$ cat src/rtl/aes_key_word_streamer.sv
// AES-128 key-schedule word producer: expands a cipher key into w[0..43] one word at a time
// over a ready/next handshake, keeping only a four-word sliding window.

module aes_subbytes_32bit (
  input  logic        enc_dec,
  input  logic [31:0] data_in,
  output logic [31:0] data_out
);

  // S-box computed from GF(2^8) inversion plus the affine map, so no ROM is needed.
  function automatic logic [7:0] gf_mul(input logic [7:0] a, input logic [7:0] b);
    logic [7:0] p;
    logic [7:0] aa;
    p  = 8'h00;
    aa = a;
    for (int k = 0; k < 8; k++) begin
      if (b[k]) p = p ^ aa;
      aa = {aa[6:0], 1'b0} ^ (aa[7] ? 8'h1b : 8'h00);
    end
    return p;
  endfunction

  // x^254 is the multiplicative inverse, and maps 0 to 0 as the S-box requires.
  function automatic logic [7:0] gf_inv(input logic [7:0] x);
    logic [7:0] sq;
    logic [7:0] acc;
    sq  = x;
    acc = 8'h01;
    for (int k = 1; k < 8; k++) begin
      sq  = gf_mul(sq, sq);
      acc = gf_mul(acc, sq);
    end
    return acc;
  endfunction

  function automatic logic [7:0] rotl8(input logic [7:0] b, input int n);
    logic [15:0] d;
    d = {b, b} << n;
    return d[15:8];
  endfunction

  function automatic logic [7:0] fwd_affine(input logic [7:0] b);
    return b ^ rotl8(b, 1) ^ rotl8(b, 2) ^ rotl8(b, 3) ^ rotl8(b, 4) ^ 8'h63;
  endfunction

  function automatic logic [7:0] inv_affine(input logic [7:0] s);
    return rotl8(s, 1) ^ rotl8(s, 3) ^ rotl8(s, 6) ^ 8'h05;
  endfunction

  genvar gi;
  generate
    for (gi = 0; gi < 4; gi++) begin : g_byte
      logic [7:0] b_in;
      assign b_in = data_in[8*gi +: 8];
      assign data_out[8*gi +: 8] = enc_dec ? fwd_affine(gf_inv(b_in))
                                           : gf_inv(inv_affine(b_in));
    end
  endgenerate

endmodule

module aes_key_word_streamer #(
  parameter int ADDR_W    = 6,
  parameter int LAST_ADDR = 43
) (
  input  logic              clk,
  input  logic              rst_n,
  input  logic              start,
  input  logic [127:0]      key,
  output logic [31:0]       round_key,
  output logic [ADDR_W-1:0] word_addr,
  output logic              ready,
  input  logic              next
);

  typedef enum logic [1:0] {IDLE, HOLD, CALC, DONE} state_t;

  localparam logic [ADDR_W-1:0] LAST = ADDR_W'(LAST_ADDR);

  state_t            state_reg;
  state_t            state_next;
  logic [31:0]       window_reg [4];
  logic [31:0]       window_shift [4];
  logic [31:0]       key_word [4];
  logic [7:0]        rcon_reg;
  logic [31:0]       round_key_reg;
  logic [ADDR_W-1:0] word_addr_reg;

  logic [ADDR_W-1:0] new_addr;
  logic              early_word;
  logic              rot_step;
  logic [31:0]       rot_word;
  logic [31:0]       sub_word;
  logic [31:0]       t_word;
  logic [31:0]       gen_word;
  logic [7:0]        rcon_xtime;

  assign new_addr   = word_addr_reg + ADDR_W'(1);
  assign early_word = (new_addr[ADDR_W-1:2] == '0);
  assign rot_step   = (new_addr[1:0] == 2'b00);
  assign rot_word   = {window_reg[3][23:0], window_reg[3][31:24]};
  assign t_word     = rot_step ? (sub_word ^ {rcon_reg, 24'h0}) : window_reg[3];
  assign gen_word   = window_reg[0] ^ t_word;
  assign rcon_xtime = {rcon_reg[6:0], 1'b0} ^ (rcon_reg[7] ? 8'h1b : 8'h00);

  aes_subbytes_32bit u_sbox (
    .enc_dec  (1'b1),
    .data_in  (rot_word),
    .data_out (sub_word)
  );

  genvar gi;
  generate
    for (gi = 0; gi < 4; gi++) begin : g_window
      assign key_word[gi] = key[127-32*gi -: 32];
      if (gi < 3) begin : g_mid
        assign window_shift[gi] = window_reg[gi+1];
      end else begin : g_tail
        assign window_shift[gi] = gen_word;
      end
    end
  endgenerate

  always_ff @(posedge clk) begin
    if (!rst_n) begin
      state_reg <= IDLE;
    end else begin
      state_reg <= state_next;
    end
  end

  always_comb begin
    state_next = state_reg;
    if (start) begin
      state_next = HOLD;
    end else begin
      case (state_reg)
        HOLD:    if (next) state_next = (word_addr_reg == LAST) ? DONE : CALC;
        CALC:    state_next = HOLD;
        default: state_next = state_reg;
      endcase
    end
  end

  always_comb begin
    ready     = (state_reg == HOLD);
    round_key = round_key_reg;
    word_addr = word_addr_reg;
  end

  // Words 1..3 are read straight out of the loaded window; the window only slides from w4 on,
  // so window_reg[0] is always w[i-4] and window_reg[3] is w[i-1] when computing w[i].
  always_ff @(posedge clk) begin
    if (!rst_n) begin
      for (int k = 0; k < 4; k++) window_reg[k] <= 32'h0;
      rcon_reg      <= 8'h01;
      round_key_reg <= 32'h0;
      word_addr_reg <= '0;
    end else if (start) begin
      for (int k = 0; k < 4; k++) window_reg[k] <= key_word[k];
      rcon_reg      <= 8'h01;
      round_key_reg <= key_word[0];
      word_addr_reg <= '0;
    end else if (state_reg == CALC) begin
      word_addr_reg <= new_addr;
      if (early_word) begin
        round_key_reg <= window_reg[new_addr[1:0]];
      end else begin
        round_key_reg <= gen_word;
        for (int k = 0; k < 4; k++) window_reg[k] <= window_shift[k];
        if (rot_step) rcon_reg <= rcon_xtime;
      end
    end
  end

endmodule

$ cat config.mk
export PLATFORM = sky130hd
export DESIGN_NAME = aes_key_word_streamer
export DESIGN_NICKNAME = d
export VERILOG_FILES = /design/src/rtl/aes_key_word_streamer.sv
export SDC_FILE = /design/constraint.sdc
export NUM_CORES = 2
export LEC_CHECK = 0
export CAP_MARGIN = 20
export CORE_MARGIN = 2
export CORE_UTILIZATION = 60
export CTS_CLUSTER_DIAMETER = 200
export CTS_CLUSTER_SIZE = 12
export DETAILED_ROUTE_END_ITERATION = 12
export DONT_BUFFER_PORTS = 1
export PLACE_DENSITY = 0.72
export SYNTH_ARGS = -nofsm -noshare
export SYNTH_HDL_FRONTEND = slang
export SYNTH_SLANG_ARGS = --single-unit
$ cat constraint.sdc
create_clock -name clk -period 35.3 [get_ports clk]
set_clock_uncertainty 0.1 [all_clocks]
set_input_delay 7.06 -clock clk [delete_from_list [all_inputs] [get_ports clk]]
set_output_delay 7.06 -clock clk [all_outputs]
set_load 0.1 [all_outputs]
**Word-level counts from Yosys, hierarchy flattened**

Memories as Yosys holds them, arrays and structs flattened.
Index checks and enable logic that the tools add are counted.

- Bits in read-only memories: 0
- Memories kept: 1
- Memory bits (writable): 128
- Output and inout port bits: 39
- Word-level logic and storage cells: 1648
- Bits in latches: 0
- Register bits after elaboration: 48
- Bits of input ports: 132

Memories:

| memory | depth | bits a word | rd ports | clocked after memory_dff | wr ports | RTL line | RTL |
|---|---|---|---|---|---|---|---|
| window_reg | 4 | 32 | 5 | 0 | 4 | 82 | `logic [31:0] window_reg [4];` |

- Bitwise logic cells: 789
- Equality and inequality tests: 5
- Reductions and logical operators: 9
- Multiplexer cells: 838
- Multiply operators: 0
- Div/mod/pow operators: 0
- Magnitude comparators: 0
- Shift operators: 0
- Add/subtract/negate cells: 1

Operator list:

| operator | number |
|---|---|
| $xor A8 B8 Y8 | 744 |
| $mux W8 | 420 |
| $mux W5 | 369 |
| $mux W32 | 12 |
| $xor A32 B32 Y32 | 2 |
| $mux W7 | 4 |
| $not A1 Y1 const A | 28 |
| $mux W6 | 4 |
| $mux W4 | 4 |
| $not A4 Y4 | 4 |
| $mux W1 | 15 |
| $mux W3 | 4 |
| $mux W2 | 5 |
| $or A1 B1 Y1 | 8 |
| $xor A8 B5 Y8 | 1 |
| $add A6 B1 Y6 const B | 1 |
| $eq A6 B6 Y1 const B | 1 |
| $logic_not A4 Y1 | 1 |
| $pmux W2 S2 | 1 |
| $reduce_and A2 Y1 | 2 |
| $reduce_bool A2 Y1 | 2 |
| $ne A3 B2 Y1 const B | 1 |
| $reduce_and A3 Y1 | 1 |
| $reduce_bool A3 Y1 | 1 |
| 6 further kinds | 7 |

**Logic depth before layout (Yosys ltp)**

An unclocked memory read counts as a cell.

- Depth in word-level cells: 139
- Depth in mapped cells: 73
- Depth with buffers taken out: 60

**Cells and area by module**

From an unflattened synthesis, not the netlist that was laid out.

- Cells, all modules: 16105
- Area total of the unflattened synthesis: 116675.7 µm²

By module, submodules not included:

| module | times used | area each (µm²) | cells an instance | seq. area each (µm²) |
|---|---|---|---|---|
| aes_subbytes_32bit | 1 | 107453.1 | 15380 | 0.0 |
| aes_key_word_streamer | 1 | 9222.6 | 725 | 4804.6 |

**Worst setup path before layout**

Ideal clock, no wire load.

- Kind: reg-to-reg
- Start point: memory window_reg[3][22]
- End point: register round_key_reg[27] (netlist: round_key[27])
- Stages on the path, launching flop included: 68
- Clock period less this slack: 15992 ps
- Library setup time: 114 ps
- Setup slack: 19308 ps
- Buffers on the path: 10
- Required time: 35086 ps
- Arrival time: 15778 ps
- Path through: edfxtp_1 > buf_4 > buf_4 > buf_6 > xor2_1 > xor2_1 > inv_1 > buf_2 > buf_2 > buf_1 > ha_1 > clkbuf_1 > xnor2_1 > xnor3_1 > xnor2_1 > nor4b_1 > a211oi_1 > xor2_2 > [... 32 more ...] > a21o_1 > xnor2_4 > xnor2_1 > xnor3_1 > nor3b_1 > a21oi_1 > o22ai_1 > xnor2_1 > xor3_1 > xnor2_2 > xor2_2 > xnor3_1 > xnor2_1 > mux2i_1 > xnor2_1 > mux2i_1 > a21oi_1 > a21o_1

RTL lines:

| item | RTL line | RTL |
|---|---|---|
| start: declaration | 82 |  |
| end signal: assignment | 162 | `round_key_reg <= key_word[0];` |
| end signal: assignment | 167 | `round_key_reg <= window_reg[new_addr[1:0]];` |
| end signal: assignment | 169 | `round_key_reg <= gen_word;` |
| end: declaration | 86 | `logic [31:0] round_key_reg;` |

==> results by group <==
Global routing
  – Vias in the first global route: 54110
  – Initial antenna violation count: 18
  – First-pass GRT wire length: 310000 um
  – Grt ovf: 0
  – Pin count of the biggest net entering global routing: 63
  – GRT Total Usage: 0.357

Finish
  – Area delta synth->final: 3.82%
  – Register area: just under 5000 um^2
  – Filler cell count: 9280
  – Layout cells sized above 1: 0.0795
  – Area of the multi-input gates: 54700 um^2
  – Commonest non-fill, non-tap cell in the layout: xnor2_1
  – Most frequent cells in the layout: 1716 x xnor2_1, 1083 x nor2_1, 940 x nand2_1
  – Core Util, Final: 0.629
  – Fin nets: 8126
  – Max reg flops: 128

Detailed routing
  – Via count: 59691
  – Avg WL per Cell: 21.1 um
  – DR pass1 iterations: 7
  – Drt via density: approximately 6.4
  – Post-route ant nets: 0
  – Max Used Layer: met5
  – Met1 wire length: 83700 um
  – Met3 WL: 20100 um
  – Met2 WL post-DR: 86700 um
  – DRC: 0
  – Routed wire length: 197000 um
  – First-iteration detailed-routing DRC count: approximately 6500

Floorplanning
  – Die extent in x: 325 um
  – Total die area: ~110000 um^2
  – # rows: between 100 and 150
  – Core area: roughly 100000 um^2
  – IO Pins: about 170
  – Initial core utilization: 0.606
  – Chip height: 325 um

Setup path
  – Worst Setup Path Type: flop to flop
  – Slowest stage cell, crit path: edfxtp_1
  – CP Max Fanout: 30
  – Crit path required time: 35610 ps
  – Crit path largest cell delay: 980 ps
  – Worst setup EP type: flop
  – Crit path launch type: flop
  – CP arrival: 20640 ps
  – R2R depth: 61
  – Crit-path most repeated cell: xnor2_1

Place
  – Pre-CTS setup slack: between 15000 and 20000 ps
  – I/O Buffers: 0
  – Gp weighted congestion: slightly below 1
  – Post-DP HPWL: roughly 140000 um

Min path
  – Hold-critical path depth: 2
  – Min-delay worst type: flop to flop

Yosys
  – Ys flop type: edfxtp_1
  – Netlist Area Pre-Place: around 62000 um^2
  – Synth Instances: between 8000 and 9000
  – Post-synthesis register bit count: 176
  – EDFF count, synth: 128
  – Mean post-synth cell area: 7.47 um^2
  – Ys async rst share: 0
  – Yosys Warn Count: 0
  – Register area share after synthesis: 0.0777
  – Synthesized Nets: 8424
  – Post-synth cell types: around 120

Timing
  – Worst setup slack after layout: about 15000 ps
  – Worst slew pin tran: 1200 ps
  – Relative slew slack: 0.192
  – RSZ-0062 raised after global routing: no
  – Final hold viol count: 0
  – Minimum clock period: 20330 ps
  – Max Clk Rate: 49.2 MHz
  – Part of the cycle the worst path needs: 0.576
  – Setup violators final: 0
  – Setup tns final: 0 ps
  – Fin. max-slew vios: 0

Clock network
  – CTS Buf Count: 17
  – Clock sink total: between 150 and 200
  – Clock transition at path regs: about 100 ps
  – CTS tree: done
  – Hold buffer count at CTS: 0
  – Root Buffer Master: clkbuf_16
  – Deepest clock path buffer count: 2
  – Number of post-CTS setup repair buffers: 0
  – Skew-Pair Late Insertion Delay: 520 ps
  – CTS H-Tree Depth: 4
  – CTS resizes: 0

Status
  – Status: completed

Job
  – Max Cap Viol: 0
-- final timing paths --
path / start / to / slack (ps)
max: window_reg[3][23]$_DFFE_PP_ / round_key[27]$_SDFFE_PN0P_ / 14970
min: state_reg[0]$_SDFFE_PN0P_ / state_reg[1]$_SDFFE_PP0P_ / 430
max reg2reg: window_reg[3][23]$_DFFE_PP_ / round_key[27]$_SDFFE_PN0P_ / 14970
min reg2reg: state_reg[0]$_SDFFE_PN0P_ / state_reg[1]$_SDFFE_PP0P_ / 430
-- cell usage after synthesis, drive strengths merged (20+ instances only) --
| master | n | area [um^2] |
|---|---|---|
| nor3b | 20 | 150 |
| o31ai | 26 | 195 |
| and3 | 41 | 257 |
| a31oi | 66 | 428 |
| xor3 | 45 | 1070 |
| mux2 | 38 | 428 |
| nand2b | 72 | 450 |
| o211ai | 70 | 526 |
| ha | 21 | 263 |
| a21o | 22 | 165 |
| nor3 | 156 | 786 |
| mux2i | 209 | 2100 |
| mux4 | 33 | 743 |
| and2 | 44 | 278 |
| o21a | 25 | 188 |
| or3 | 37 | 231 |
| dfxtp | 48 | 961 |
| a221oi | 42 | 393 |
| xor2 | 506 | 4740 |
| xnor3 | 213 | 4820 |
| buf | 195 | 968 |
| clkbuf | 396 | 1490 |
| edfxtp | 128 | 3840 |
| xnor2 | 1820 | 16600 |
| nor2 | 1093 | 4130 |
| a211oi | 98 | 748 |
| a22oi | 63 | 473 |
| or2 | 28 | 175 |
| nand3 | 183 | 916 |
| nand2 | 942 | 3540 |
| a32oi | 24 | 225 |
| a21oi | 445 | 2230 |
| a22o | 109 | 955 |
| o32ai | 26 | 246 |
| nor2b | 74 | 463 |
| inv | 68 | 255 |
| o22ai | 112 | 707 |
| o21ai | 452 | 2270 |
-- cells by family after synthesis --
| logic type | share of synthesized area |
|---|---|
| compound gates | 0.189 |
| xor+xnor | 0.440 |
| fa+ha+maj | 0.00441 |
| buf+inv | 0.0441 |
| flops | 0.0777 |
| mux | 0.0529 |
| simple gates | 0.192 |
-- per-stage QoR --
step	cell area (um^2)	hold WS [ps]	cells
2_1_floorplan	61800	354	8271
3_3_place_gp	63500	379	9315
3_5_place_dp	63500	406	9315
4_1_cts	64100	420	9347
5_1_grt	64200	464	9358
6_report	64200	432	9367
-- worst max-delay path: cells and delay by family, from the launching register on --
| family | cells | cell delay (ps) |
|---|---|---|
| compound gates | 13 | 3010 |
| simple gates | 9 | 1770 |
| xor+xnor | 28 | 10960 |
| flops | 1 | 980 |
| buf+inv | 2 | 550 |
| fa+ha+maj | 3 | 1370 |
| mux | 6 | 1350 |
-- layout make-up --
cell class              instances  share of cell area
repair buffers                274              0.0322
diodes                         13            0.000507
flip-flops and latches        176              0.0749
clock inverters                15             0.00226
multi-input cells            7431               0.853
inverters                      73             0.00427
well taps                    1368              0.0267
clock buffers                  17             0.00663
-- per-layer routing --
layer / GRT usage / vias to the layer above
li1: - / 27961
met1: 0.500 / 28499
met2: 0.549 / 2865
met3: 0.0720 / 348
met4: 0.114 / 18
met5: 0 / -
Power is not shown: default switching activity piles up to over one toggle a cycle in this logic, so the estimate is an artifact.
